==> config.mk <==
export PLATFORM = sky130hd
export DESIGN_NAME = seq_mult_flat
export DESIGN_NICKNAME = d
export VERILOG_FILES = /design/src/rtl/seq_mult_pkg.sv /design/src/rtl/seq_mult_if.sv /design/src/rtl/seq_mult_ctrl.sv /design/src/rtl/seq_mult.sv /design/src/flat_wrapper.sv
export SDC_FILE = /design/constraint.sdc
export NUM_CORES = 1
export LEC_CHECK = 0
export CAP_MARGIN = 20
export CORE_MARGIN = 5
export CORE_UTILIZATION = 49
export CTS_CLUSTER_SIZE = 20
export DETAILED_ROUTE_END_ITERATION = 10
export PLACE_DENSITY = 0.72
export SLEW_MARGIN = 20
export SYNTH_ARGS = -nofsm -noshare
export SYNTH_HDL_FRONTEND = slang
export SYNTH_HIERARCHICAL = 1
export SYNTH_SLANG_ARGS = --single-unit
==> constraint.sdc <==
create_clock -name clk -period 5.2 [get_ports clk]
set_input_delay 1.04 -clock clk [delete_from_list [all_inputs] [get_ports clk]]
set_output_delay 1.04 -clock clk [all_outputs]
set_load 0.05 [all_outputs]
==> src/rtl/seq_mult_pkg.sv <==
// seq_mult_pkg -- shared definitions for the sequential shift-add multiplier.
//   state_e    : FSM state encoding (IDLE=0, RUN=1, DONE=2), 2 bits
//   cnt_width  : iteration counter width, ceil(log2(WIDTH+1))
package seq_mult_pkg;

    localparam int STATE_W = 2;

    typedef enum logic [STATE_W-1:0] {
        ST_IDLE = 2'd0,
        ST_RUN  = 2'd1,
        ST_DONE = 2'd2
    } state_e;

    function automatic int cnt_width(input int w);
        return $clog2(w + 1);
    endfunction

endpackage

==> src/rtl/seq_mult_if.sv <==
// seq_mult_if -- request/response bundle for seq_mult.
//   master: drives start, clr, signed_mode, a, b; observes r, busy, done
//   slave : the multiplier side
interface seq_mult_if #(
    parameter int WIDTH = 8
);
    logic                   start;
    logic                   clr;
    logic                   signed_mode;
    logic [WIDTH-1:0]       a;
    logic [WIDTH-1:0]       b;
    logic [2*WIDTH-1:0]     r;
    logic                   busy;
    logic                   done;

    modport master (
        output start, clr, signed_mode, a, b,
        input  r, busy, done
    );

    modport slave (
        input  start, clr, signed_mode, a, b,
        output r, busy, done
    );
endinterface

==> src/rtl/seq_mult_ctrl.sv <==
// seq_mult_ctrl -- FSM and iteration counter for seq_mult.
//   clk, rst_n : clock, async active-low reset
//   start, clr : request / synchronous abort (clr wins)
//   busy       : in RUN
//   done       : in DONE (one cycle)
//   load       : operands are accepted on this edge
//   step       : a shift-add step happens on this edge
//   last       : this step is the final one; the product is registered
module seq_mult_ctrl
    import seq_mult_pkg::*;
#(
    parameter int WIDTH = 8
) (
    input  logic clk,
    input  logic rst_n,
    input  logic start,
    input  logic clr,
    output logic busy,
    output logic done,
    output logic load,
    output logic step,
    output logic last
);
    localparam int             CW       = cnt_width(WIDTH);
    localparam logic [CW-1:0]  LAST_CNT = CW'(WIDTH - 1);

    state_e          state_q, state_d;
    logic [CW-1:0]   cnt_q, cnt_d;

    // State register
    always_ff @(posedge clk or negedge rst_n) begin
        if (!rst_n) begin
            state_q <= ST_IDLE;
            cnt_q   <= '0;
        end else begin
            state_q <= state_d;
            cnt_q   <= cnt_d;
        end
    end

    // Next-state logic
    always_comb begin
        state_d = state_q;
        cnt_d   = cnt_q;
        unique case (state_q)
            ST_IDLE: begin
                if (load) begin
                    state_d = ST_RUN;
                    cnt_d   = '0;
                end
            end
            ST_RUN: begin
                if (clr) begin
                    state_d = ST_IDLE;
                    cnt_d   = '0;
                end else begin
                    cnt_d = cnt_q + CW'(1);
                    if (cnt_q == LAST_CNT) state_d = ST_DONE;
                end
            end
            ST_DONE: begin
                // Back-to-back acceptance straight out of DONE
                state_d = load ? ST_RUN : ST_IDLE;
                cnt_d   = '0;
            end
            default: begin
                state_d = ST_IDLE;
                cnt_d   = '0;
            end
        endcase
    end

    // Output logic
    always_comb begin
        busy = (state_q == ST_RUN);
        done = (state_q == ST_DONE);
        load = start && !clr && (state_q == ST_IDLE || state_q == ST_DONE);
        step = (state_q == ST_RUN) && !clr;
        last = step && (cnt_q == LAST_CNT);
    end

endmodule

==> src/rtl/seq_mult.sv <==
// seq_mult -- sequential shift-add multiplier, WIDTH steps per product.
//   clk, rst_n : clock, async active-low reset
//   bus        : seq_mult_if.slave (start/clr/signed_mode/a/b in,
//                r/busy/done out)
// Signed operands are reduced to unsigned magnitudes at capture and the
// product sign is restored on the completing edge, so the shift-add core
// is purely unsigned.
module seq_mult #(
    parameter int WIDTH          = 8,
    parameter int SIGNED_SUPPORT = 1
) (
    input  logic          clk,
    input  logic          rst_n,
    seq_mult_if.slave     bus
);
    logic busy, done, load, step, last;

    seq_mult_ctrl #(.WIDTH(WIDTH)) u_ctrl (
        .clk   (clk),
        .rst_n (rst_n),
        .start (bus.start),
        .clr   (bus.clr),
        .busy  (busy),
        .done  (done),
        .load  (load),
        .step  (step),
        .last  (last)
    );

    // acc holds {partial product high, remaining multiplier bits}; the
    // multiplier shifts out of the bottom as the product shifts in.
    logic [WIDTH-1:0]     mcand_q, mcand_d;
    logic [2*WIDTH-1:0]   acc_q,   acc_d;
    logic                 neg_q,   neg_d;
    logic [2*WIDTH-1:0]   r_q,     r_d;

    logic                 sgn, a_neg, b_neg;
    logic [WIDTH-1:0]     a_mag, b_mag;
    logic [WIDTH:0]       sum, add_hi;
    logic [2*WIDTH-1:0]   acc_step, prod;

    always_ff @(posedge clk or negedge rst_n) begin
        if (!rst_n) begin
            mcand_q <= '0;
            acc_q   <= '0;
            neg_q   <= 1'b0;
            r_q     <= '0;
        end else begin
            mcand_q <= mcand_d;
            acc_q   <= acc_d;
            neg_q   <= neg_d;
            r_q     <= r_d;
        end
    end

    always_comb begin
        sgn   = (SIGNED_SUPPORT != 0) && bus.signed_mode;
        a_neg = sgn && bus.a[WIDTH-1];
        b_neg = sgn && bus.b[WIDTH-1];
        // -(most negative) wraps to itself, which as unsigned is the exact
        // magnitude 2**(WIDTH-1).
        a_mag = a_neg ? -bus.a : bus.a;
        b_mag = b_neg ? -bus.b : bus.b;

        sum      = {1'b0, acc_q[2*WIDTH-1:WIDTH]} + {1'b0, mcand_q};
        add_hi   = acc_q[0] ? sum : {1'b0, acc_q[2*WIDTH-1:WIDTH]};
        acc_step = {add_hi, acc_q[WIDTH-1:1]};
        prod     = neg_q ? -acc_step : acc_step;

        mcand_d = mcand_q;
        acc_d   = acc_q;
        neg_d   = neg_q;
        r_d     = r_q;
        if (load) begin
            mcand_d = a_mag;
            acc_d   = {{WIDTH{1'b0}}, b_mag};
            neg_d   = a_neg ^ b_neg;
        end else if (step) begin
            acc_d = acc_step;
        end
        if (last) r_d = prod;
    end

    assign bus.r    = r_q;
    assign bus.busy = busy;
    assign bus.done = done;

endmodule

==> src/flat_wrapper.sv <==
// flat-port wrapper written by rule: the top's interface ports become plain ports
module seq_mult_flat 
#(
    parameter int WIDTH          = 8,
    parameter int SIGNED_SUPPORT = 1
)
  (clk, rst_n, bus_start, bus_clr, bus_signed_mode, bus_a, bus_b, bus_r, bus_busy, bus_done);
  seq_mult_if #(.WIDTH(WIDTH)) bus_i ();
  input  logic clk;
  input  logic rst_n;
  input wire logic [$bits(bus_i.start)-1:0] bus_start;
  input wire logic [$bits(bus_i.clr)-1:0] bus_clr;
  input wire logic [$bits(bus_i.signed_mode)-1:0] bus_signed_mode;
  input wire logic [$bits(bus_i.a)-1:0] bus_a;
  input wire logic [$bits(bus_i.b)-1:0] bus_b;
  output wire logic [$bits(bus_i.r)-1:0] bus_r;
  output wire logic [$bits(bus_i.busy)-1:0] bus_busy;
  output wire logic [$bits(bus_i.done)-1:0] bus_done;
  assign bus_i.start = bus_start;
  assign bus_i.clr = bus_clr;
  assign bus_i.signed_mode = bus_signed_mode;
  assign bus_i.a = bus_a;
  assign bus_i.b = bus_b;
  assign bus_r = bus_i.r;
  assign bus_busy = bus_i.busy;
  assign bus_done = bus_i.done;
  seq_mult #(.WIDTH(WIDTH), .SIGNED_SUPPORT(SIGNED_SUPPORT)) u_core (.clk(clk), .rst_n(rst_n), .bus(bus_i));
endmodule
# Yosys cells after proc, flatten, opt, wreduce, memory -nomap -nowiden
# Cells that the tools add are included.
# W data, S select, Z words.
# word_totals
output_inout_bits	18
register_bits	47
# op_classes
n_mux	14
reduce_logical	11
eq_ne	5
n_addsub	5
bitwise	1
# ops
op	count
$mux W16	3
$mux W8	2
$neg A16 Y16	1
$neg A8 Y8	2
$add A8 B8 Y9	1
$mux W9	1
$mux W4	2
$pmux W4 S2	1
$logic_and A1 B1 Y1	6
$mux W2	3
$pmux W2 S3	1
$add A4 B1 Y4 const B	1
$eq A4 B3 Y1 const B	1
$ne A3 B2 Y1 const B	1
$eq A2 B1 Y1 const B	1
$eq A2 B2 Y1 const B	1
$logic_not A2 Y1	1
$ne A2 B2 Y1 const B	1
$reduce_and A2 Y1	1
$reduce_bool A2 Y1	1
$logic_not A1 Y1	1
$logic_or A1 B1 Y1	1
$mux W1	1
$xor A1 B1 Y1	1

# Longest topological paths before layout
# depth
ltp_word	5
mapped_depth	8
ltp_nobuf	8

# By module
# The synthesis kept the hierarchy.
# modules_own_cells
mod	n_inst	seq_area_each_um2	cells_each	area_each_um2
seq_mult	1	1026.0	295	2668.8
seq_mult_ctrl	1	150.1	36	341.6

# Worst setup path before layout
# No wires, ideal clock.
# synth_timing
kind	input port to flip-flop
from	input port bus_clr
to	register u_core.r_q[12] (netlist: u_core/bus.r[12])
path_buffers	2
required_ns	5.075
path_stages	5
path_slack_ns	2.605
arrival_ns	2.470
path_cell_list	nand2b_2 nor4_1 clkbuf_1 buf_1 mux2_2
# synth_via
elab_chain_len	3
# synth_lines
element	line_no	source
start: declaration	flat_wrapper.sv:12	input wire logic [$bits(bus_i.clr)-1:0] bus_clr;
$logic_not A1 Y1	seq_mult_ctrl.sv:78	step = (state_q == ST_RUN) && !clr;
$logic_and A1 B1 Y1	seq_mult_ctrl.sv:78	
$logic_and A1 B1 Y1	seq_mult_ctrl.sv:79	last = step && (cnt_q == LAST_CNT);
via u_core.last	seq_mult.sv:16	logic busy, done, load, step, last;
end signal: assignment	seq_mult.sv:52	r_q <= r_d;
end: declaration	seq_mult.sv:35	logic [2*WIDTH-1:0] r_q, r_d;
# The timed path passes the listed nets, and every way through them passes these cells.
# A chain may end at the register's enable or synchronous reset.

# Worst setup path in the final report
# layout_timing
from	input port bus_clr
to	register u_core.r_q[0] (netlist: u_core/bus.r[0])
# Same word-level chain as after synthesis.

==> reports/metrics.yaml <==
status:
  outcome: "finished, final reports clean"
run:
  max_cap_violations: 0
yosys:
  synth_area_um2: 3010
  synth_nets: 365
  synth_compound_area_share_pct: 17.0
  postSynthAreaPerCell_um2: 9.09
  ys.flop_type: "dfrtp_1"
  async_reset_ff_share_pct: 100
  synth_xor_xnor_area_share_pct: 7.27
  synth.area.mux_share_pct: 8.19
  synth_seq_area_share_pct: 39.1
  synth.distinct_cells: 56
  synth_top_family_by_area: "simple AND/OR/NAND/NOR gates"
  synth-simple-area-share_pct: 19.0
  ys_warn_count: 6
  syn_inst: 331
  synth_edf_count: 0
  ys_ff_latch: 47
  synthAdderAreaFrac_pct: 5.65
pwr:
  power_density_nw_per_um2: 367
  leakagePower_nw: 1.56
  max-vdd-ir-drop_uv: 148
global_route:
  grtUsageTotal_pct: 16.9
  grt_max_degree: 48
  grt_pass1_vias: 2285
  grt_pass1_wl_um: 10400
  antenna_found_initial: 0
  grt-ovfl-total: 0
cts:
  cts_hold_buf: 0
  path_clk_slew_ps: 90
  cts_sinks: 47
  numCtsBuffers: 5
  clock_path_buffers: 2
  cts_tree: "done"
  ctsRootBufferMaster: "clkbuf_8"
  post_cts_resized: 0
  clock_latency_ps: 300
  post_cts_buffers: 0
  htreeDepth: 2
floorplan:
  row_count: 28
  ios: 39
  design.core.area_um2: 5960
  start_util_pct: 50.5
  die_x_um: 88.4
  die_h_um: 88.4
  die_area_um2: 7810
worst_setup_path:
  worstPathRequired_ps: 5390
  setup.worst_path.end_class: "flop"
  start_kind: "input port"
  cp_cell_sequence: "clkdlybuf4s50_1, nand2b_2, nor4_2, buf_4, mux2_2"
  crit_fanout: 20
  max_stage_delay_ps: 660
  rr_endpoint: "u_core/bus.r[14]$_DFFE_PN0P_"
  worst-path-buf-inv: 2
  rr_startpoint: "u_core/acc_q[8]$_DFFE_PN0P_"
  crit_family: "simple AND/OR/NAND/NOR gates"
  slowest_stage: "nor4_2"
  critical_path_class: "in2reg"
  reg2reg_slack_ps: 2440
  crit_arrival_ps: 3170
  reg2reg_depth: 8
final_layout:
  n_fill_cell: 523
  antenna_cells: 0
  drive_gt1_share_pct: 8.20
  post-route-util_pct: 60.0
  layout_commonest_cell: "dfrtp_1"
  area_delta_synth_final_pct: 18.6
  fin_nets: 399
  mostFrequentLayoutCells: "dfrtp_1, nor2_1, clkdlybuf4s50_1"
sta:
  layout_min_cycle_time_ps: 2970
  finClkSkew_ps: 4.16
  clock.fmax_mhz: 336
  setup_viol: 0
  slew_viol_final: 0
  worstMarginPinSlew_ps: 787
  period_share_pct: 57.2
  relSlewSlack_pct: 47.5
  rsz0062_at_grt: "false"
  fin_hold_ws_ps: 515
  fin_setup_tns_ps: 0
  final_hold_viol_count: 0
min_path:
  hold_path_startpoint: "u_core/bus.r[7]$_DFFE_PN0P_"
  whs_path_depth: 1
  whs_endpoint: "u_core/bus.r[7]$_DFFE_PN0P_"
  hp-class: "reg2reg"
placed_design:
  portBuffers: 38
  dp_hpwl_um: 4660
  gp_congestion: 0.816
drt:
  remaining_drc_errors: 0
  post_drt_wl_per_cell_um: 14.0
  ant_nets: 0
  wl_um: 6150
  vias: 2462
  firstDrtPassIters: 4
  drtIter0Drc: 139
  viasPerCell: 5.58
-- per-layer routing --
layer / share of wire, % / vias to the layer above / track usage (%)
met1: 49 / 1154 / 23.6
li1: - / 1255 / -
met2: 45 / 48 / 26.3
met4: 1.3 / 0 / 5.36
met5: 0 / - / 0
met3: 5.2 / 5 / 3.35
-- final cells by class --
class	count	area, um2	area share, %
clock inverter	3	43.8	1.23
clock buffer	5	68.8	1.93
timing repair buffer	42	408	11.4
multi-input combinational	255	1730	48.4
tap	75	93.8	2.63
inverter	14	52.6	1.47
sequential	47	1180	32.9
-- worst max-delay path by stage --
stage | start | to | slack (ps) | cells after the start
floorplan | bus_clr | u_core/bus.r[12]$_DFFE_PN0P_ | 2610 | 5
global placement | bus_clr | u_core/bus.r[0]$_DFFE_PN0P_ | 1980 | 5
detailed placement | bus_clr | u_core/bus.r[7]$_DFFE_PN0P_ | 1920 | 5
CTS | bus_clr | u_core/bus.r[12]$_DFFE_PN0P_ | 2240 | 5
global route | bus_clr | u_core/bus.r[14]$_DFFE_PN0P_ | 2070 | 6
finish | bus_clr | u_core/bus.r[0]$_DFFE_PN0P_ | 2230 | 5
-- cells in the mapped netlist, types with 6 or more instances --
library cell   n  share of area [%]
a211oi_1       9                2.2
a21oi_1       24                4.0
clkbuf_1      11                1.4
dfrtp_1       47                 39
ha_1          12                5.0
inv_1         13                1.6
mux2_2         6                2.2
mux2i_1       15                5.0
nand2_1       22                2.7
nand3_1       11                1.8
nor2_1        42                5.2
o21ai_1       11                1.8
xnor2_1       12                3.5
xor2_1        13                3.8
-- stage by stage --
stage / total power (W) / area (um2) / std cells / worst slack, ps
final: 0.00131 / 3570 / 441 / 2230
after global routing: 0.00141 / 3570 / 441 / 2070
after CTS: 0.00131 / 3570 / 441 / 2240
after detailed placement: 0.00104 / 3460 / 433 / 1920
after global placement: 0.00102 / 3460 / 433 / 1980
after floorplan: 0.000912 / 3010 / 331 / 2610
-- kinds of logic (layout without fill, tap and decap cells) --
| logic type | count (synthesis) | count (layout) |
|---|---|---|
| and+or+nand+nor | 116 | 116 |
| muxes | 23 | 23 |
| adders and majority gates | 13 | 13 |
| AOI/OAI and AO/OA | 78 | 78 |
| DFF | 47 | 47 |
| buffers and inverters | 29 | 64 |
| xor gates and xnor gates | 25 | 25 |
-- power by group --
part / total [W] / internal [W] / switching, W
clock: 0.000272 / 0.000143 / 0.000129
combinational: 0.000541 / 0.000246 / 0.000296
sequential: 0.000498 / 0.000419 / 0.0000792
total: 0.00131 / 0.000808 / 0.000503
-- state kept, by name, indices dropped and copies added (netlist names) --
signal	flops
u_core/neg_q	1
u_core/acc_q	16
u_core/mcand_q	8
u_core/u_ctrl/state_q	2
u_core/bus.r	16
u_core/u_ctrl/cnt_q	4
No activity file was read; power rests on OpenSTA's default activity.
